[src/rtl/vga_pcap_if.sv]
// Capture FIFO write port: pixel word, strobe, line/frame markers
// and the FIFO full back-pressure flag.
interface vga_pcap_if;
  logic [23:0] cap_q;
  logic        cap_wreq;
  logic        cap_full;
  logic        eol;
  logic        eof;

  modport master (
    output cap_q, cap_wreq, eol, eof,
    input  cap_full
  );

  modport slave (
    input  cap_q, cap_wreq, eol, eof,
    output cap_full
  );
endinterface

[src/rtl/vga_pcap.sv]
// Pixel-capture receiver: aligns to vsync, pushes active pixels to a FIFO.
// Optional resolution check: define VGA_PCAP_RES_CHK_EN.
module vga_pcap #(
  parameter int HCW = 12,
  parameter int VCW = 11
) (
  input  logic           clk_i,
  input  logic           rst_i,
  input  logic           pclk_ena,
  input  logic           ctrl_ven,
  input  logic           ctrl_HSyncL,
  input  logic           ctrl_VSyncL,
  input  logic           ctrl_BlankL,
  input  logic           ctrl_ovf_clr,
  input  logic           hsync_i,
  input  logic           vsync_i,
  input  logic           blank_i,
  input  logic [7:0]     r_i,
  input  logic [7:0]     g_i,
  input  logic [7:0]     b_i,
  vga_pcap_if.master     cap,
  output logic [HCW-1:0] hres_o,
  output logic [VCW-1:0] vres_o,
  output logic           stat_sync,
  output logic           stat_ovf,
  input  logic [HCW-1:0] ctrl_hres,
  input  logic [VCW-1:0] ctrl_vres,
  output logic           stat_rerr
);

  typedef enum logic [1:0] {
    IDLE,
    WAIT_VS,
    ACTIVE
  } state_e;

  state_e state_q, state_d;

  logic        s1_new_q;
  logic        s1_vs_q;
  logic        s1_bl_q;
  logic [23:0] s1_rgb_q;

  logic pvs_q, pvs_d;
  logic pbl_q, pbl_d;

  logic [HCW-1:0] pix_q, pix_d;
  logic [VCW-1:0] line_q, line_d;
  logic [HCW-1:0] hres_q, hres_d;
  logic [VCW-1:0] vres_q, vres_d;
  logic [23:0]    capq_q, capq_d;
  logic wreq_q, wreq_d;
  logic eol_q, eol_d;
  logic eof_q, eof_d;
  logic ovf_q, ovf_d;
  logic rerr_q, rerr_d;

  logic vs, bl;
  logic vs_fall, vs_rise, line_end;
  logic run;
  logic [HCW-1:0] pix_inc;
  logic [VCW-1:0] line_inc;

  always_ff @(posedge clk_i) begin
    if (rst_i) begin
      s1_new_q <= 1'b0;
      s1_vs_q  <= 1'b0;
      s1_bl_q  <= 1'b0;
      s1_rgb_q <= '0;
    end else begin
      s1_new_q <= pclk_ena;
      if (pclk_ena) begin
        s1_vs_q  <= vsync_i;
        s1_bl_q  <= blank_i;
        s1_rgb_q <= {r_i, g_i, b_i};
      end
    end
  end

  assign vs = s1_vs_q ^ ctrl_VSyncL;
  assign bl = s1_bl_q ^ ctrl_BlankL;

  assign vs_fall  = s1_new_q & pvs_q & ~vs;
  assign vs_rise  = s1_new_q & ~pvs_q & vs;
  assign line_end = s1_new_q & ~pbl_q & bl;
  assign run      = (state_q == ACTIVE) & ctrl_ven;

  assign pix_inc  = (pix_q == '1) ? pix_q : pix_q + 1'b1;
  assign line_inc = (line_q == '1) ? line_q : line_q + 1'b1;

  always_comb begin
    state_d = state_q;
    pvs_d   = pvs_q;
    pbl_d   = pbl_q;
    pix_d   = pix_q;
    line_d  = line_q;
    hres_d  = hres_q;
    vres_d  = vres_q;
    capq_d  = capq_q;
    wreq_d  = 1'b0;
    eol_d   = 1'b0;
    eof_d   = 1'b0;
    ovf_d   = ovf_q;
    rerr_d  = rerr_q;

    if (s1_new_q) begin
      pvs_d = vs;
      pbl_d = bl;
    end

    unique case (state_q)
      IDLE:    if (ctrl_ven) state_d = WAIT_VS;
      WAIT_VS: if (vs_fall) state_d = ACTIVE;
      ACTIVE:  state_d = ACTIVE;
      default: state_d = IDLE;
    endcase
    if (!ctrl_ven) state_d = IDLE;

    if (ctrl_ovf_clr) begin
      ovf_d  = 1'b0;
      rerr_d = 1'b0;
    end

    if (!run) begin
      pix_d  = '0;
      line_d = '0;
    end else if (s1_new_q) begin
      if (!bl) begin
        pix_d = pix_inc;
        if (!cap.cap_full) begin
          capq_d = s1_rgb_q;
          wreq_d = 1'b1;
        end else begin
          ovf_d = 1'b1;
        end
      end
      if (line_end) begin
        eol_d  = 1'b1;
        hres_d = pix_q;
        pix_d  = '0;
        line_d = line_inc;
      end
      // A blank edge on the vsync sample closes the last line too
      if (vs_rise) begin
        eof_d  = 1'b1;
        vres_d = line_end ? line_inc : line_q;
        line_d = '0;
        pix_d  = '0;
      end
`ifdef VGA_PCAP_RES_CHK_EN
      if (eol_d && (hres_d != ctrl_hres)) rerr_d = 1'b1;
      if (eof_d && (vres_d != ctrl_vres)) rerr_d = 1'b1;
`endif
    end

`ifndef VGA_PCAP_RES_CHK_EN
    rerr_d = 1'b0;
`endif
  end

  always_ff @(posedge clk_i) begin
    if (rst_i) begin
      state_q <= IDLE;
      pvs_q   <= 1'b0;
      pbl_q   <= 1'b1;
      pix_q   <= '0;
      line_q  <= '0;
      hres_q  <= '0;
      vres_q  <= '0;
      capq_q  <= '0;
      wreq_q  <= 1'b0;
      eol_q   <= 1'b0;
      eof_q   <= 1'b0;
      ovf_q   <= 1'b0;
      rerr_q  <= 1'b0;
    end else begin
      state_q <= state_d;
      pvs_q   <= pvs_d;
      pbl_q   <= pbl_d;
      pix_q   <= pix_d;
      line_q  <= line_d;
      hres_q  <= hres_d;
      vres_q  <= vres_d;
      capq_q  <= capq_d;
      wreq_q  <= wreq_d;
      eol_q   <= eol_d;
      eof_q   <= eof_d;
      ovf_q   <= ovf_d;
      rerr_q  <= rerr_d;
    end
  end

  assign cap.cap_q    = capq_q;
  assign cap.cap_wreq = wreq_q;
  assign cap.eol      = eol_q;
  assign cap.eof      = eof_q;
  assign hres_o       = hres_q;
  assign vres_o       = vres_q;
  assign stat_sync    = (state_q == ACTIVE);
  assign stat_ovf     = ovf_q;
  assign stat_rerr    = rerr_q;

`ifdef VGA_PCAP_RES_CHK_EN
  logic unused_pins;
  assign unused_pins = hsync_i ^ ctrl_HSyncL;
`else
  logic unused_pins;
  assign unused_pins = ^{hsync_i, ctrl_HSyncL,
                         ctrl_hres, ctrl_vres};
`endif

endmodule
[src/flat_wrapper.sv]
// flat-port wrapper written by rule: the top's interface ports become plain ports
module vga_pcap_flat 
#(
  parameter int HCW = 12,
  parameter int VCW = 11
)
  (clk_i, rst_i, pclk_ena, ctrl_ven, ctrl_HSyncL, ctrl_VSyncL, ctrl_BlankL, ctrl_ovf_clr, hsync_i, vsync_i, blank_i, r_i, g_i, b_i, hres_o, vres_o, stat_sync, stat_ovf, ctrl_hres, ctrl_vres, stat_rerr, cap_cap_q, cap_cap_wreq, cap_eol, cap_eof, cap_cap_full);
  vga_pcap_if cap_i ();
  input  logic clk_i;
  input  logic rst_i;
  input  logic pclk_ena;
  input  logic ctrl_ven;
  input  logic ctrl_HSyncL;
  input  logic ctrl_VSyncL;
  input  logic ctrl_BlankL;
  input  logic ctrl_ovf_clr;
  input  logic hsync_i;
  input  logic vsync_i;
  input  logic blank_i;
  input  logic [7:0] r_i;
  input  logic [7:0] g_i;
  input  logic [7:0] b_i;
  output logic [HCW-1:0] hres_o;
  output logic [VCW-1:0] vres_o;
  output logic stat_sync;
  output logic stat_ovf;
  input  logic [HCW-1:0] ctrl_hres;
  input  logic [VCW-1:0] ctrl_vres;
  output logic stat_rerr;
  output wire logic [$bits(cap_i.cap_q)-1:0] cap_cap_q;
  output wire logic [$bits(cap_i.cap_wreq)-1:0] cap_cap_wreq;
  output wire logic [$bits(cap_i.eol)-1:0] cap_eol;
  output wire logic [$bits(cap_i.eof)-1:0] cap_eof;
  input wire logic [$bits(cap_i.cap_full)-1:0] cap_cap_full;
  assign cap_cap_q = cap_i.cap_q;
  assign cap_cap_wreq = cap_i.cap_wreq;
  assign cap_eol = cap_i.eol;
  assign cap_eof = cap_i.eof;
  assign cap_i.cap_full = cap_cap_full;
  vga_pcap #(.HCW(HCW), .VCW(VCW)) u_core (.clk_i(clk_i), .rst_i(rst_i), .pclk_ena(pclk_ena), .ctrl_ven(ctrl_ven), .ctrl_HSyncL(ctrl_HSyncL), .ctrl_VSyncL(ctrl_VSyncL), .ctrl_BlankL(ctrl_BlankL), .ctrl_ovf_clr(ctrl_ovf_clr), .hsync_i(hsync_i), .vsync_i(vsync_i), .blank_i(blank_i), .r_i(r_i), .g_i(g_i), .b_i(b_i), .cap(cap_i), .hres_o(hres_o), .vres_o(vres_o), .stat_sync(stat_sync), .stat_ovf(stat_ovf), .ctrl_hres(ctrl_hres), .ctrl_vres(ctrl_vres), .stat_rerr(stat_rerr));
endmodule
[config.mk]
export PLATFORM = sky130hd
export DESIGN_NAME = vga_pcap_flat
export DESIGN_NICKNAME = d
export VERILOG_FILES = /design/src/rtl/vga_pcap_if.sv /design/src/rtl/vga_pcap.sv /design/src/flat_wrapper.sv
export SDC_FILE = /design/constraint.sdc
export NUM_CORES = 1
export LEC_CHECK = 0
export BUFFER_PORTS_ARGS = -buffer_cell sky130_fd_sc_hd__buf_2
export CORE_MARGIN = 1
export CORE_UTILIZATION = 52
export DETAILED_ROUTE_END_ITERATION = 6
export PLACE_DENSITY = 0.79
export SYNTH_ARGS = -nofsm -noshare
export SYNTH_HDL_FRONTEND = slang
export SYNTH_SLANG_ARGS = --single-unit
[constraint.sdc]
create_clock -name clk_i -period 2.5 [get_ports clk_i]
set_clock_uncertainty 0.1 [all_clocks]
set_input_delay 0.25 -clock clk_i [delete_from_list [all_inputs] [get_ports clk_i]]
set_output_delay 0.25 -clock clk_i [all_outputs]
set_load 0.02 [all_outputs]
==> flow_summary.json <==
{
  "status": "finished, final reports clean",
  "dr_wl_met3_um": 547,
  "htree_levels": 3,
  "grt_pass1_vias": 3425,
  "startpoint_type": "flip-flop",
  "globalRouteTotalUtil_pct": 22.9,
  "layout_common_cells": "dfxtp_1, buf_2, nor2_1",
  "synth_area_um2": 4220,
  "clk_path_buf_depth": 2,
  "hold_viol_final": 0,
  "wl_met1_um": 3990,
  "syn_inst": 469,
  "wire_per_inst_um": 13.9,
  "highest_layer": "met4",
  "cts_buffers": 9,
  "drc_errors": 0,
  "worstSetupEndpointType": "flip-flop",
  "crit_path_max_fanout": 7,
  "slew_violations": 0,
  "gp_congestion": 0.870,
  "port_buffers": 85,
  "grt_max_degree": 72,
  "ys.flop_type": "dfxtp_1",
  "clkTransAtPathRegs_ns": 0.11,
  "final_cell_area_um2": 4900,
  "core_region_area_um2": 7770,
  "drive_gt1_share_pct": 21.8,
  "rows": 32,
  "num_vias": 3574,
  "tritoncts": "yes",
  "antenna_left": 0,
  "max-cap-violations": 0,
  "syn-num-nets": 533,
  "clkLatencyLatePin_ns": 0.37,
  "die_w_um": 92.1,
  "grt_pass1_wl_um": 15500,
  "antenna_found_initial": 0,
  "die_h_um": 92.1,
  "synthArstFlopShare_pct": 0,
  "wl_met2_um": 4410,
  "setup_violations": 0,
  "synth_top_area_share_pct": 49.9,
  "yosys.area.top_type": "dfxtp_1",
  "required_ns": 2.70,
  "critical_path_class": "flip-flop to flip-flop",
  "avgSynthCellArea_um2": 8.99,
  "hold_buffers": 0,
  "yosysSeqAreaShare_pct": 49.9,
  "tightest_slew_ns": 0.824,
  "synthTopCellsByArea": "dfxtp_1, mux2i_1, nor2_1",
  "drt_iter0_drc": 149,
  "routed_wl_um": 9120,
  "initial_core_util_pct": 54.3,
  "detail_route.vias_per_cell": 5.45,
  "min_period_ns": 2.07,
  "dpl_cell_area_um2": 4720,
  "ys_seq_elements": 105,
  "post_cts_buffers": 0,
  "yosysWarnings": 0,
  "n_antenna_cell": 0,
  "post-route-period-util_pct": 82.7,
  "final_common_cell": "dfxtp_1",
  "leakage_nw": 1.98,
  "clockRootBuffer": "clkbuf_8",
  "ioPinCount": 112,
  "syn_to_final_growth_pct": 16.3,
  "cts_num_sinks": 105,
  "slew_headroom_pct": 45.1,
  "grt_setup_unrepaired": "false",
  "nets": 613,
  "setup_tns_ns": 0,
  "hold_path_class": "primary input to flip-flop",
  "grt-ovfl-total": 0,
  "worstPathArrival_ns": 2.27,
  "synth_edf_count": 0,
  "dr.pass1.iters": 5,
  "vdd_drop_max_uv": 351,
  "max_clock_freq_mhz": 484,
  "dieArea_um2": 8470,
  "synth_cell_type_count": 49,
  "place_hpwl_um": 6470,
  "cts_resized": 0,
  "power_density_nw_per_um2": 588
}
flip-flops by register name, indices dropped and copies added, names as in the netlist:
name and cells:
u_core.cap.cap_q 24, u_core.s1_rgb_q 24, u_core.hres_o 12, u_core.pix_q 12, u_core.line_q 11, u_core.vres_o 11, u_core.state_q 2, u_core.cap.cap_wreq 1
u_core.cap.eof 1, u_core.cap.eol 1, u_core.pbl_q 1, u_core.pvs_q 1, u_core.s1_bl_q 1, u_core.s1_new_q 1, u_core.s1_vs_q 1, u_core.stat_ovf 1
metrics by stage:
| stage | total power [mW] | setup WS, ns | cells | hold slack [ns] | util (%) |
|---|---|---|---|---|---|
| after floorplan | 1.87 | 0.440 | 469 | 0.289 | - |
| after global placement | 1.91 | 0.560 | 640 | 0.336 | 60.7 |
| after detailed placement | 1.92 | 0.501 | 640 | 0.346 | 60.7 |
| after CTS | 2.91 | 0.465 | 656 | 0.00111 | 63.1 |
| after global routing | 3.00 | 0.320 | 656 | 0.00699 | 63.1 |
| final | 2.88 | 0.434 | 656 | 0.00951 | 63.1 |
cells by family (layout without fill, tap and decap cells):
| kind of cell | after synthesis | count (layout) | synth area share (%) |
|---|---|---|---|
| AND/OR/NAND/NOR | 203 | 203 | 21.8 |
| adder cells (fa/ha/maj) | 5 | 5 | 1.48 |
| other | 1 | 1 | 0.0889 |
| buffers and inverters | 29 | 114 | 3.32 |
| XOR/XNOR | 11 | 11 | 2.91 |
| AO/OA/AOI/OAI | 74 | 74 | 10.8 |
| flip-flops | 105 | 105 | 49.9 |
| multiplexers | 41 | 41 | 9.73 |
synthesized netlist by cell type (2+ instances only):
master / instances
mux2i_1: 41
or3_1: 8
nand2_1: 69
nand4_1: 5
nand2_2: 2
buf_6: 2
and3_1: 3
o211ai_1: 5
a211oi_1: 6
ha_1: 5
nand3b_1: 2
nand3_1: 14
a21oi_1: 39
buf_4: 2
dfxtp_1: 105
xnor2_1: 5
buf_2: 7
nor3_1: 7
and4_1: 3
nand4b_1: 2
nor2_1: 71
o21ai_0: 10
or4_1: 3
nor4_1: 3
nor2b_1: 4
inv_1: 3
xor2_1: 4
clkbuf_1: 11
buf_1: 4
a21o_1: 4
and2_1: 2
critical path, cell delays in order, from the launching register on:
cell and delay (ns):
dfxtp_1 0.33, inv_1 0.10, ha_1 0.24, nand3_1 0.18, or3_1 0.49, or3_1 0.39
a21oi_1 0.16
power breakdown:
| group | internal [mW] | switching (mW) | leakage, nW |
|---|---|---|---|
| clock network | 0.383 | 0.616 | 0.0912 |
| registers | 1.70 | 0.0212 | 0.852 |
| logic | 0.0687 | 0.0914 | 1.04 |
| total | 2.15 | 0.728 | 1.98 |
layer usage:
metal	vias to the layer above	GRT usage (%)
met3	18	5.47
met5	-	0
met1	1679	27.1
met4	0	11.1
met2	100	38.8
li1	1777	-
cell type report:
| cell class | instances | area, um^2 |
|---|---|---|
| repair buffers | 95 | 500 |
| multi-input cells | 335 | 1970 |
| fillers | 681 | 2870 |
| clock inverters | 7 | 62.6 |
| well taps | 102 | 128 |
| clock buffers | 9 | 124 |
| inverters | 3 | 11.3 |
| flip-flops and latches | 105 | 2100 |
final timing paths:
path / from / to / slack [ns] / depth (start not counted)
min: g_i[0] / u_core.s1_rgb_q[8]$_SDFFE_PP0P_ / 0.01 / 3
max reg2reg: u_core.state_q[0]$_SDFFE_PP0P_ / u_core.vres_o[5]$_SDFFE_PP0P_ / 0.43 / 6
min reg2reg: u_core.vres_o[9]$_SDFFE_PP0P_ / u_core.vres_o[9]$_SDFFE_PP0P_ / 0.35 / 2
max: u_core.state_q[0]$_SDFFE_PP0P_ / u_core.vres_o[5]$_SDFFE_PP0P_ / 0.43 / 6
Note: power is estimated with default switching activity, not from simulation.
